**config.mk**
```make
export PLATFORM = sky130hd
export DESIGN_NAME = instr_sequencer_flat
export DESIGN_NICKNAME = d
export VERILOG_FILES = /design/src/rtl/instr_sequencer_if.sv /design/src/rtl/instr_sequencer.sv /design/src/flat_wrapper.sv
export SDC_FILE = /design/constraint.sdc
export NUM_CORES = 1
export LEC_CHECK = 0
export ABC_AREA = 0
export CAP_MARGIN = 40
export CORE_UTILIZATION = 48
export DETAILED_ROUTE_END_ITERATION = 16
export MAX_ROUTING_LAYER = met4
export PLACE_DENSITY = 0.83
export SYNTH_ARGS = -nofsm -noshare
export SYNTH_HDL_FRONTEND = slang
export SYNTH_SLANG_ARGS = --single-unit
```
**constraint.sdc**
```tcl
create_clock -name clk -period 3.3 [get_ports clk]
set_input_delay 0.66 -clock clk [delete_from_list [all_inputs] [get_ports clk]]
set_output_delay 0.66 -clock clk [all_outputs]
set_load 0.05 [all_outputs]
```
**src/rtl/instr_sequencer_if.sv**
```systemverilog
// Instruction-memory fetch handshake plus register-file / ALU control bundle
// shared between the sequencer (master) and the memory/datapath (slave).
interface instr_sequencer_if #(
    parameter int PC_W = 8
);
    logic              imem_req;
    logic [PC_W-1:0]   imem_addr;
    logic              imem_ack;
    logic [8:0]        imem_data;

    logic              rf_rd_en;
    logic [1:0]        rf_rd0_addr;
    logic [1:0]        rf_rd1_addr;
    logic              rf_wr_en;
    logic [1:0]        rf_wr_addr;
    logic signed [8:0] rf_wr_data;
    logic signed [8:0] rf_rd0_data;
    logic signed [8:0] rf_rd1_data;

    logic [2:0]        alu_op;
    logic signed [8:0] alu_result;

    modport master (
        output imem_req, imem_addr,
        input  imem_ack, imem_data,
        output rf_rd_en, rf_rd0_addr, rf_rd1_addr,
        output rf_wr_en, rf_wr_addr, rf_wr_data,
        input  rf_rd0_data, rf_rd1_data,
        output alu_op,
        input  alu_result
    );

    modport slave (
        input  imem_req, imem_addr,
        output imem_ack, imem_data,
        input  rf_rd_en, rf_rd0_addr, rf_rd1_addr,
        input  rf_wr_en, rf_wr_addr, rf_wr_data,
        output rf_rd0_data, rf_rd1_data,
        input  alu_op,
        output alu_result
    );
endinterface

```
**src/rtl/instr_sequencer.sv**
```systemverilog
// Multi-cycle control FSM: fetches 9-bit instructions over a req/ack
// handshake and sequences register-file read, ALU execute and write-back,
// one instruction at a time. Sole driver of the register-file control pins.
module instr_sequencer #(
    parameter int PC_W          = 8,
    parameter int FETCH_TIMEOUT = 15
) (
    input  logic              clk,
    input  logic              rst,
    input  logic              start,
    instr_sequencer_if.master bus,
    output logic              busy,
    output logic              halted,
    output logic              fault,
    output logic [7:0]        retired
);

    typedef enum logic [2:0] {
        S_IDLE,
        S_FETCH,
        S_DECODE,
        S_READ,
        S_EXEC,
        S_WB,
        S_HALTED
    } state_t;

    typedef enum logic [2:0] {
        OP_ADD  = 3'b000,
        OP_SUB  = 3'b001,
        OP_AND  = 3'b010,
        OP_OR   = 3'b011,
        OP_SLT  = 3'b100,
        OP_LI   = 3'b101,
        OP_NOP  = 3'b110,
        OP_HALT = 3'b111
    } opcode_t;

    // Last FETCH cycle index without ack before declaring a timeout.
    localparam logic [7:0] TIMEOUT_LAST = 8'(FETCH_TIMEOUT - 1);

    state_t            state_q;
    state_t            state_d;

    logic [PC_W-1:0]   pc_q;
    logic [8:0]        ir_q;
    logic [7:0]        to_cnt_q;
    logic              fault_q;
    logic [7:0]        retired_q;

    logic [1:0]        rd0_addr_q;
    logic [1:0]        rd1_addr_q;
    logic [1:0]        wr_addr_q;
    logic signed [8:0] wr_data_q;
    logic [2:0]        alu_op_q;

    logic              req_c;
    logic              rd_en_c;
    logic              wr_en_c;
    logic              busy_c;
    logic              halted_c;
    logic              retire_c;
    logic              timeout_c;

    opcode_t           opcode;
    logic [1:0]        f_rd;
    logic [1:0]        f_rs;
    logic [1:0]        f_rt;
    logic signed [8:0] imm_sext;

    assign opcode   = opcode_t'(ir_q[8:6]);
    assign f_rd     = ir_q[5:4];
    assign f_rs     = ir_q[3:2];
    assign f_rt     = ir_q[1:0];
    assign imm_sext = {{5{ir_q[3]}}, ir_q[3:0]};

    // State register.
    always_ff @(posedge clk) begin
        if (rst) begin
            state_q <= S_IDLE;
        end else begin
            state_q <= state_d;
        end
    end

    // Next-state decode and per-state strobes.
    always_comb begin
        state_d   = state_q;
        req_c     = 1'b0;
        rd_en_c   = 1'b0;
        wr_en_c   = 1'b0;
        busy_c    = 1'b1;
        halted_c  = 1'b0;
        retire_c  = 1'b0;
        timeout_c = 1'b0;
        case (state_q)
            S_IDLE: begin
                busy_c = 1'b0;
                if (start) begin
                    state_d = S_FETCH;
                end
            end
            S_FETCH: begin
                req_c = 1'b1;
                if (bus.imem_ack) begin
                    state_d = S_DECODE;
                end else if (to_cnt_q == TIMEOUT_LAST) begin
                    timeout_c = 1'b1;
                    state_d   = S_HALTED;
                end
            end
            S_DECODE: begin
                case (opcode)
                    OP_LI:   state_d = S_WB;
                    OP_NOP: begin
                        retire_c = 1'b1;
                        state_d  = S_FETCH;
                    end
                    OP_HALT: begin
                        retire_c = 1'b1;
                        state_d  = S_HALTED;
                    end
                    default: state_d = S_READ;
                endcase
            end
            S_READ: begin
                rd_en_c = 1'b1;
                state_d = S_EXEC;
            end
            S_EXEC: begin
                state_d = S_WB;
            end
            S_WB: begin
                wr_en_c  = 1'b1;
                retire_c = 1'b1;
                state_d  = S_FETCH;
            end
            S_HALTED: begin
                busy_c   = 1'b0;
                halted_c = 1'b1;
            end
            default: begin
                state_d = S_IDLE;
            end
        endcase
    end

    // Program counter, instruction register and fetch-timeout counter.
    always_ff @(posedge clk) begin
        if (rst) begin
            pc_q     <= '0;
            ir_q     <= '0;
            to_cnt_q <= '0;
        end else if (state_q == S_FETCH) begin
            if (bus.imem_ack) begin
                ir_q <= bus.imem_data;
                pc_q <= pc_q + 1'b1;
            end else begin
                to_cnt_q <= to_cnt_q + 8'd1;
            end
        end else begin
            // Held at zero outside FETCH so every FETCH entry starts a fresh count.
            to_cnt_q <= '0;
        end
    end

    // Sticky fault flag and retired-instruction counter.
    always_ff @(posedge clk) begin
        if (rst) begin
            fault_q   <= 1'b0;
            retired_q <= '0;
        end else begin
            if (timeout_c) begin
                fault_q <= 1'b1;
            end
            if (retire_c) begin
                retired_q <= retired_q + 8'd1;
            end
        end
    end

    // Datapath control registers, loaded on entry to the state that presents
    // them so they are valid for that whole cycle and hold afterwards.
    always_ff @(posedge clk) begin
        if (rst) begin
            rd0_addr_q <= '0;
            rd1_addr_q <= '0;
            wr_addr_q  <= '0;
            wr_data_q  <= '0;
            alu_op_q   <= '0;
        end else begin
            if (state_d == S_READ) begin
                rd0_addr_q <= f_rs;
                rd1_addr_q <= f_rt;
            end
            if (state_d == S_EXEC) begin
                alu_op_q <= ir_q[8:6];
            end
            // wr_data_q doubles as the result register: the ALU result is
            // captured at the end of EXEC, the immediate at the end of DECODE.
            if (state_d == S_WB) begin
                wr_addr_q <= f_rd;
                wr_data_q <= (state_q == S_EXEC) ? bus.alu_result : imm_sext;
            end
        end
    end

    assign bus.imem_req    = req_c;
    assign bus.imem_addr   = pc_q;
    assign bus.rf_rd_en    = rd_en_c;
    assign bus.rf_rd0_addr = rd0_addr_q;
    assign bus.rf_rd1_addr = rd1_addr_q;
    assign bus.rf_wr_en    = wr_en_c;
    assign bus.rf_wr_addr  = wr_addr_q;
    assign bus.rf_wr_data  = wr_data_q;
    assign bus.alu_op      = alu_op_q;

    assign busy    = busy_c;
    assign halted  = halted_c;
    assign fault   = fault_q;
    assign retired = retired_q;

endmodule

```
**src/flat_wrapper.sv**
```systemverilog
// flat-port wrapper written by rule: the top's interface ports become plain ports
module instr_sequencer_flat 
#(
    parameter int PC_W          = 8,
    parameter int FETCH_TIMEOUT = 15
)
  (clk, rst, start, busy, halted, fault, retired, bus_imem_req, bus_imem_addr, bus_imem_ack, bus_imem_data, bus_rf_rd_en, bus_rf_rd0_addr, bus_rf_rd1_addr, bus_rf_wr_en, bus_rf_wr_addr, bus_rf_wr_data, bus_rf_rd0_data, bus_rf_rd1_data, bus_alu_op, bus_alu_result);
  instr_sequencer_if #(.PC_W(PC_W)) bus_i ();
  input  logic clk;
  input  logic rst;
  input  logic start;
  output logic busy;
  output logic halted;
  output logic fault;
  output logic [7:0] retired;
  output wire logic [$bits(bus_i.imem_req)-1:0] bus_imem_req;
  output wire logic [$bits(bus_i.imem_addr)-1:0] bus_imem_addr;
  input wire logic [$bits(bus_i.imem_ack)-1:0] bus_imem_ack;
  input wire logic [$bits(bus_i.imem_data)-1:0] bus_imem_data;
  output wire logic [$bits(bus_i.rf_rd_en)-1:0] bus_rf_rd_en;
  output wire logic [$bits(bus_i.rf_rd0_addr)-1:0] bus_rf_rd0_addr;
  output wire logic [$bits(bus_i.rf_rd1_addr)-1:0] bus_rf_rd1_addr;
  output wire logic [$bits(bus_i.rf_wr_en)-1:0] bus_rf_wr_en;
  output wire logic [$bits(bus_i.rf_wr_addr)-1:0] bus_rf_wr_addr;
  output wire logic [$bits(bus_i.rf_wr_data)-1:0] bus_rf_wr_data;
  input wire logic [$bits(bus_i.rf_rd0_data)-1:0] bus_rf_rd0_data;
  input wire logic [$bits(bus_i.rf_rd1_data)-1:0] bus_rf_rd1_data;
  output wire logic [$bits(bus_i.alu_op)-1:0] bus_alu_op;
  input wire logic [$bits(bus_i.alu_result)-1:0] bus_alu_result;
  assign bus_imem_req = bus_i.imem_req;
  assign bus_imem_addr = bus_i.imem_addr;
  assign bus_i.imem_ack = bus_imem_ack;
  assign bus_i.imem_data = bus_imem_data;
  assign bus_rf_rd_en = bus_i.rf_rd_en;
  assign bus_rf_rd0_addr = bus_i.rf_rd0_addr;
  assign bus_rf_rd1_addr = bus_i.rf_rd1_addr;
  assign bus_rf_wr_en = bus_i.rf_wr_en;
  assign bus_rf_wr_addr = bus_i.rf_wr_addr;
  assign bus_rf_wr_data = bus_i.rf_wr_data;
  assign bus_i.rf_rd0_data = bus_rf_rd0_data;
  assign bus_i.rf_rd1_data = bus_rf_rd1_data;
  assign bus_alu_op = bus_i.alu_op;
  assign bus_i.alu_result = bus_alu_result;
  instr_sequencer #(.PC_W(PC_W), .FETCH_TIMEOUT(FETCH_TIMEOUT)) u_core (.clk(clk), .rst(rst), .start(start), .bus(bus_i), .busy(busy), .halted(halted), .fault(fault), .retired(retired));
endmodule
```
======== After elaboration in Yosys (flattened, before gate mapping) ========
Cells that the tools add are included.
storage, ports and cells
  bits in registers ....................... 55
  input port bits ......................... 40
  output and inout bits ................... 40
  word-level logic and storage cells ...... 49
cells by class
  add/sub/neg operators ................... 3
  equal/unequal tests ..................... 13
  muxes and demuxes ....................... 16
  bitwise logic cells ..................... 1
  reductions and logical operators ........ 5
operator list
  cell                                                             number
  8-bit by 1-bit adder with 8-bit output, second input constant    3
  3-bit == test, second input constant                             8
  3-bit case mux with 7 select lines                               1
  3-bit by 2-bit == test with 1-bit output, second input constant  3
  1-bit two-way mux                                                9
  3-bit two-way mux                                                3
  9-bit two-way mux                                                1
  3-bit case mux with 3 select lines                               1
  8-bit by 4-bit == test with 1-bit output, second input constant  1
  2-bit OR reduction                                               3
  3-bit by 1-bit == test with 1-bit output, second input constant  1
  3-bit zero test                                                  1
  1-bit case mux with 2 select lines                               1
  2-bit AND reduction                                              1
  1-bit NOT                                                        1

======== Logic depth before layout (Yosys ltp) ========
  word-level depth ........................ 5
  depth in mapped cells ................... 8
  mapped depth without buffers ............ 7

======== Worst setup path after synthesis ========
OpenSTA, ideal clock, no wires.
  path type ............................... input to register
  start ................................... input port bus_imem_ack
  end ..................................... register u_core.wr_addr_q[0], in the netlist u_core.bus.rf_wr_addr[0]
  arrival ................................. 1.803 ns
  required time ........................... 3.172 ns
  path slack .............................. 1.370 ns
  stages .................................. 7
  buffers on the path ..................... 2
  cell sequence ........................... buf_6 nor4b_4 nand3_2 a22oi_4 buf_6 mux2i_1 nor2_1
between the ends
  longest elaborated chain between the ends .. 3
ends and longest elaborated chain
  what                                RTL line                text
  from (decl)                         flat_wrapper.sv:18      input wire logic [$bits(bus_i.imem_ack)-1:0] bus_imem_ack;
  3-bit two-way mux                   instr_sequencer.sv:105  if (bus.imem_ack) begin
  3-bit case mux with 7 select lines  instr_sequencer.sv:96   case (state_q)
  3-bit == test                       instr_sequencer.sv:201  if (state_d == S_WB) begin
  to (signal assigned)                instr_sequencer.sv:202  wr_addr_q <= f_rd;
  to (decl)                           instr_sequencer.sv:53   logic [1:0] wr_addr_q;
Every way passes these cells.
A chain may end at the register's enable or synchronous reset.

======== Final worst setup path ========
  start ................................... register u_core.state_q[1]
  end ..................................... output port bus_rf_rd_en
between the ends
  longest elaborated chain between the ends .. 2
ends and longest elaborated chain
  what                                      RTL line               text
  from (decl)                               instr_sequencer.sv:42  state_t state_q;
  from (signal assigned)                    instr_sequencer.sv:82  state_q <= state_d;
  3-bit by 2-bit == test with 1-bit output  instr_sequencer.sv:96
  1-bit two-way mux                         instr_sequencer.sv:96
  to (decl)                                 flat_wrapper.sv:20     output wire logic [$bits(bus_i.rf_rd_en)-1:0] bus_rf_rd_en;
Every way passes these cells.

==> flow_summary.yaml <==
sta:
  period_share_pct: 84.76
  fin_skew_ns: 0.006446
  drv_slew: 0
  fin_ws_ns: 0.5028
  finalHoldViolations: 0
  fmax_mhz: 357.5
  rsz0062_at_grt: "false"
  slew_headroom_pct: 65.22
  tightestPinTransition_ns: 0.5201
  min_period_ns: 2.797
  setup_viol: 0
  setup-tns-final_ns: 0
die:
  core_um2: 4848
  dieHeight_um: 74.01
  die_area_um2: 5477
  initial_utilization_pct: 51.33
  boundaryPins: 80
  rows: 25
  die_w_um: 74.01
synthesis:
  synthTopCellsByArea: "dfxtp_1, nor2_1, xor2_1, mux2i_1, nand2_1"
  synth_edf_count: 0
  avgSynthCellArea_um2: 9.183
  yosys_warnings: 0
  syn_nets: 315
  ys.flop_type: "dfxtp_1"
  synth_top_area_share_pct: 44.24
  synth_cell_types: 42
  yosysTopAreaCell: "dfxtp_1"
  synth_seq_area_share_pct: 44.24
  ys_ff_latch: 55
  syn_inst: 271
  postSynth.asyncResetShare_pct: 0
  synth_area_um2: 2489
worst_hold_path:
  hold_path_end: "u_core.fault$_SDFFE_PP0P_"
  hp-class: "register to register"
  whs_path_depth: 2
  hp-start: "u_core.fault$_SDFFE_PP0P_"
routing:
  wl_um: 5251
  viasPerCell: 5.167
  route.vias.total: 2046
  wl_per_cell_um: 13.26
  first_pass_iters: 4
  ant_nets: 0
  remaining_drc_errors: 0
  drt_iter0_drc: 86
worst_setup_path:
  ff2ff_path_depth: 6
  cp.arrival_ns: 2.14
  worst-path-buf-inv: 2
  crit_type: "register to output pin"
  start_kind: "register"
  r2r-end: "u_core.bus.rf_wr_data[0]$_SDFFE_PP0N_"
  cp.required_ns: 2.64
  critPathTopFamily: "buffers and inverters"
  max_stage_delay_ns: 0.80
  critPathCaptureType: "output pin"
  rrSetupSlack_ns: 1.28
  slowest_stage: "clkdlybuf4s50_1"
  r2r-start: "u_core.state_q[1]$_SDFF_PP0_"
  crit_chain: "nand3_1 > inv_1 > clkdlybuf4s50_1"
  critPathMaxFanout: 10
grt:
  grt_pass1_wl_um: 8355
  antenna_found_initial: 0
  grt_util_met3_pct: 5.014
  use_met1_pct: 26.41
  gr-total-overflow: 0
  grt_use_total_pct: 20.53
  busiest_layer: "met2"
  grt_pass1_vias: 1776
  grtUsageMet2_pct: 32.12
  grt_max_degree: 28
clock_network:
  cts-htree-levels: 2
  insertion_delay_ns: 0.31
  cts.path.max_buffers: 2
  cts_root_buffer: "clkbuf_8"
  clk_pin_slew_ns: 0.10
  cts_hold_buf: 0
  post_cts_resized: 0
  cts_tree: "built"
  cts_setup_buffers: 0
  cts_buffers: 5
  clock-sinks: 55
power:
  ir_drop_mv: 0.2624
  p_leak_nw: 1.129
  powerDensity_nw_per_um2: 402.1
job:
  drv_cap: 0
place:
  post-dp-hpwl_um: 3659
  dp_slack_ns: 0.7442
  port_buffers: 61
  dpl_cell_area_um2: 3123
  gp_congestion: 0.8021
run_status:
  status: "complete, no violations"
layout:
  stdcell_area_um2: 3229
  area_growth_pct: 29.76
  nets: 373
  diodes: 0
  drive_gt1_share_pct: 9.119
[sequential cells by signal, indices dropped and copies added (netlist names)]
name and flops:
u_core.ir_q 9, u_core.bus.rf_wr_data 9, u_core.fault 1, u_core.retired 8, u_core.bus.imem_addr 8, u_core.bus.alu_op 3
u_core.bus.rf_rd1_addr 2, u_core.bus.rf_wr_addr 2, u_core.to_cnt_q 8, u_core.state_q 3, u_core.bus.rf_rd0_addr 2
[where the power goes]
part / switching [mW] / leakage (nW) / total (mW) / internal, mW
Combinational: 0.0959 / 0.634 / 0.168 / 0.0721
Clock: 0.214 / 0.0502 / 0.436 / 0.222
Sequential: 0.0181 / 0.444 / 0.695 / 0.677
[metal layers]
layer	vias up	part of all wire, %
li1	1028	-
met1	953	45
met2	59	47
met3	6	6.3
met4	0	1.1
met5	-	0
[through the flow]
stage | total power [mW] | hold WS [ns] | util, % | std cells
4_1_cts | 1.303 | 0.4593 | 66.61 | 396
5_1_grt | 1.349 | 0.4807 | 66.61 | 396
3_3_place_gp | 0.8744 | 0.4374 | 64.41 | 389
6_report | 1.299 | 0.4554 | 66.61 | 396
3_5_place_dp | 0.8785 | 0.4456 | 64.41 | 389
2_1_floorplan | 0.8213 | 0.4360 | - | 271
[cell usage after synthesis, types with 2 or more instances]
library cell	instances
a211oi_2	9
a21oi_1	23
and3_1	4
and3b_1	2
buf_4	2
buf_6	4
clkbuf_1	7
dfxtp_1	55
ha_1	4
inv_1	5
mux2i_1	12
nand2_1	31
nand2b_1	12
nand3_1	4
nand4_1	6
nor2_1	41
nor2_2	2
nor2b_1	4
xnor2_1	7
xor2_1	15
[how the worst max path moves through the flow]
stage / startpoint / to / slack, ns / cells past startpoint
final: u_core.state_q[1]$_SDFF_PP0_ / bus_rf_rd_en / 0.50 / 3
after global routing: u_core.state_q[1]$_SDFF_PP0_ / bus_rf_rd_en / 0.39 / 3
after CTS: u_core.state_q[1]$_SDFF_PP0_ / bus_rf_rd_en / 0.50 / 3
after floorplan: bus_imem_ack / u_core.bus.rf_wr_addr[0]$_SDFFE_PP0N_ / 1.37 / 7
after detailed placement: bus_imem_ack / u_core.bus.rf_wr_addr[0]$_SDFFE_PP0N_ / 0.74 / 7
after global placement: bus_imem_ack / u_core.bus.rf_wr_addr[0]$_SDFFE_PP0N_ / 0.77 / 7
[layout by cell type, fill, tap and decap left out, types with 2 or more instances in the layout]
| master | Yosys | layout |
|---|---|---|
| nand3_1 | 4 | 4 |
| nand4_1 | 6 | 6 |
| nor2_1 | 41 | 41 |
| dfxtp_1 | 55 | 55 |
| xnor2_1 | 7 | 7 |
| nor2b_1 | 4 | 4 |
| a211oi_2 | 9 | 9 |
| clkbuf_8 | 0 | 5 |
| xor2_1 | 15 | 15 |
| buf_4 | 2 | 4 |
| mux2i_1 | 12 | 12 |
| nand2b_1 | 12 | 12 |
| and3_1 | 4 | 4 |
| clkdlybuf4s50_1 | 0 | 60 |
| a21oi_1 | 23 | 23 |
| ha_1 | 4 | 4 |
| inv_1 | 5 | 5 |
| nor2_2 | 2 | 2 |
| and3b_1 | 2 | 2 |
| nand2_1 | 31 | 31 |
[cells by family (layout without fill, tap and decap cells)]
kind of cell	count (synthesis)	count (layout)	share of synthesized area, %
AND/OR/NAND/NOR	117	117	23.98
multiplexers	12	12	4.827
buffers and inverters	19	77	4.424
XOR/XNOR	22	22	7.743
adder cells (fa/ha/maj)	4	4	2.011
flip-flops	55	55	44.24
AO/OA/AOI/OAI	42	42	12.77
[layout make-up]
cell class / count / area [um^2]
fill: 397 / 1619
multi-input combinational: 197 / 1284
sequential: 55 / 1101
timing repair buffer: 65 / 635.6
tap: 67 / 83.83
clock buffer: 5 / 68.82
clock inverter: 2 / 37.54
inverter: 5 / 18.77
[tightest hold or removal path: cells and delay by family, from the launching register on]
family,cells,cell delay [ns]
AOI/OAI and AO/OA,1,0.05
buffers and inverters,1,0.05
DFF,1,0.32
No activity file was read; power rests on OpenSTA's default activity.
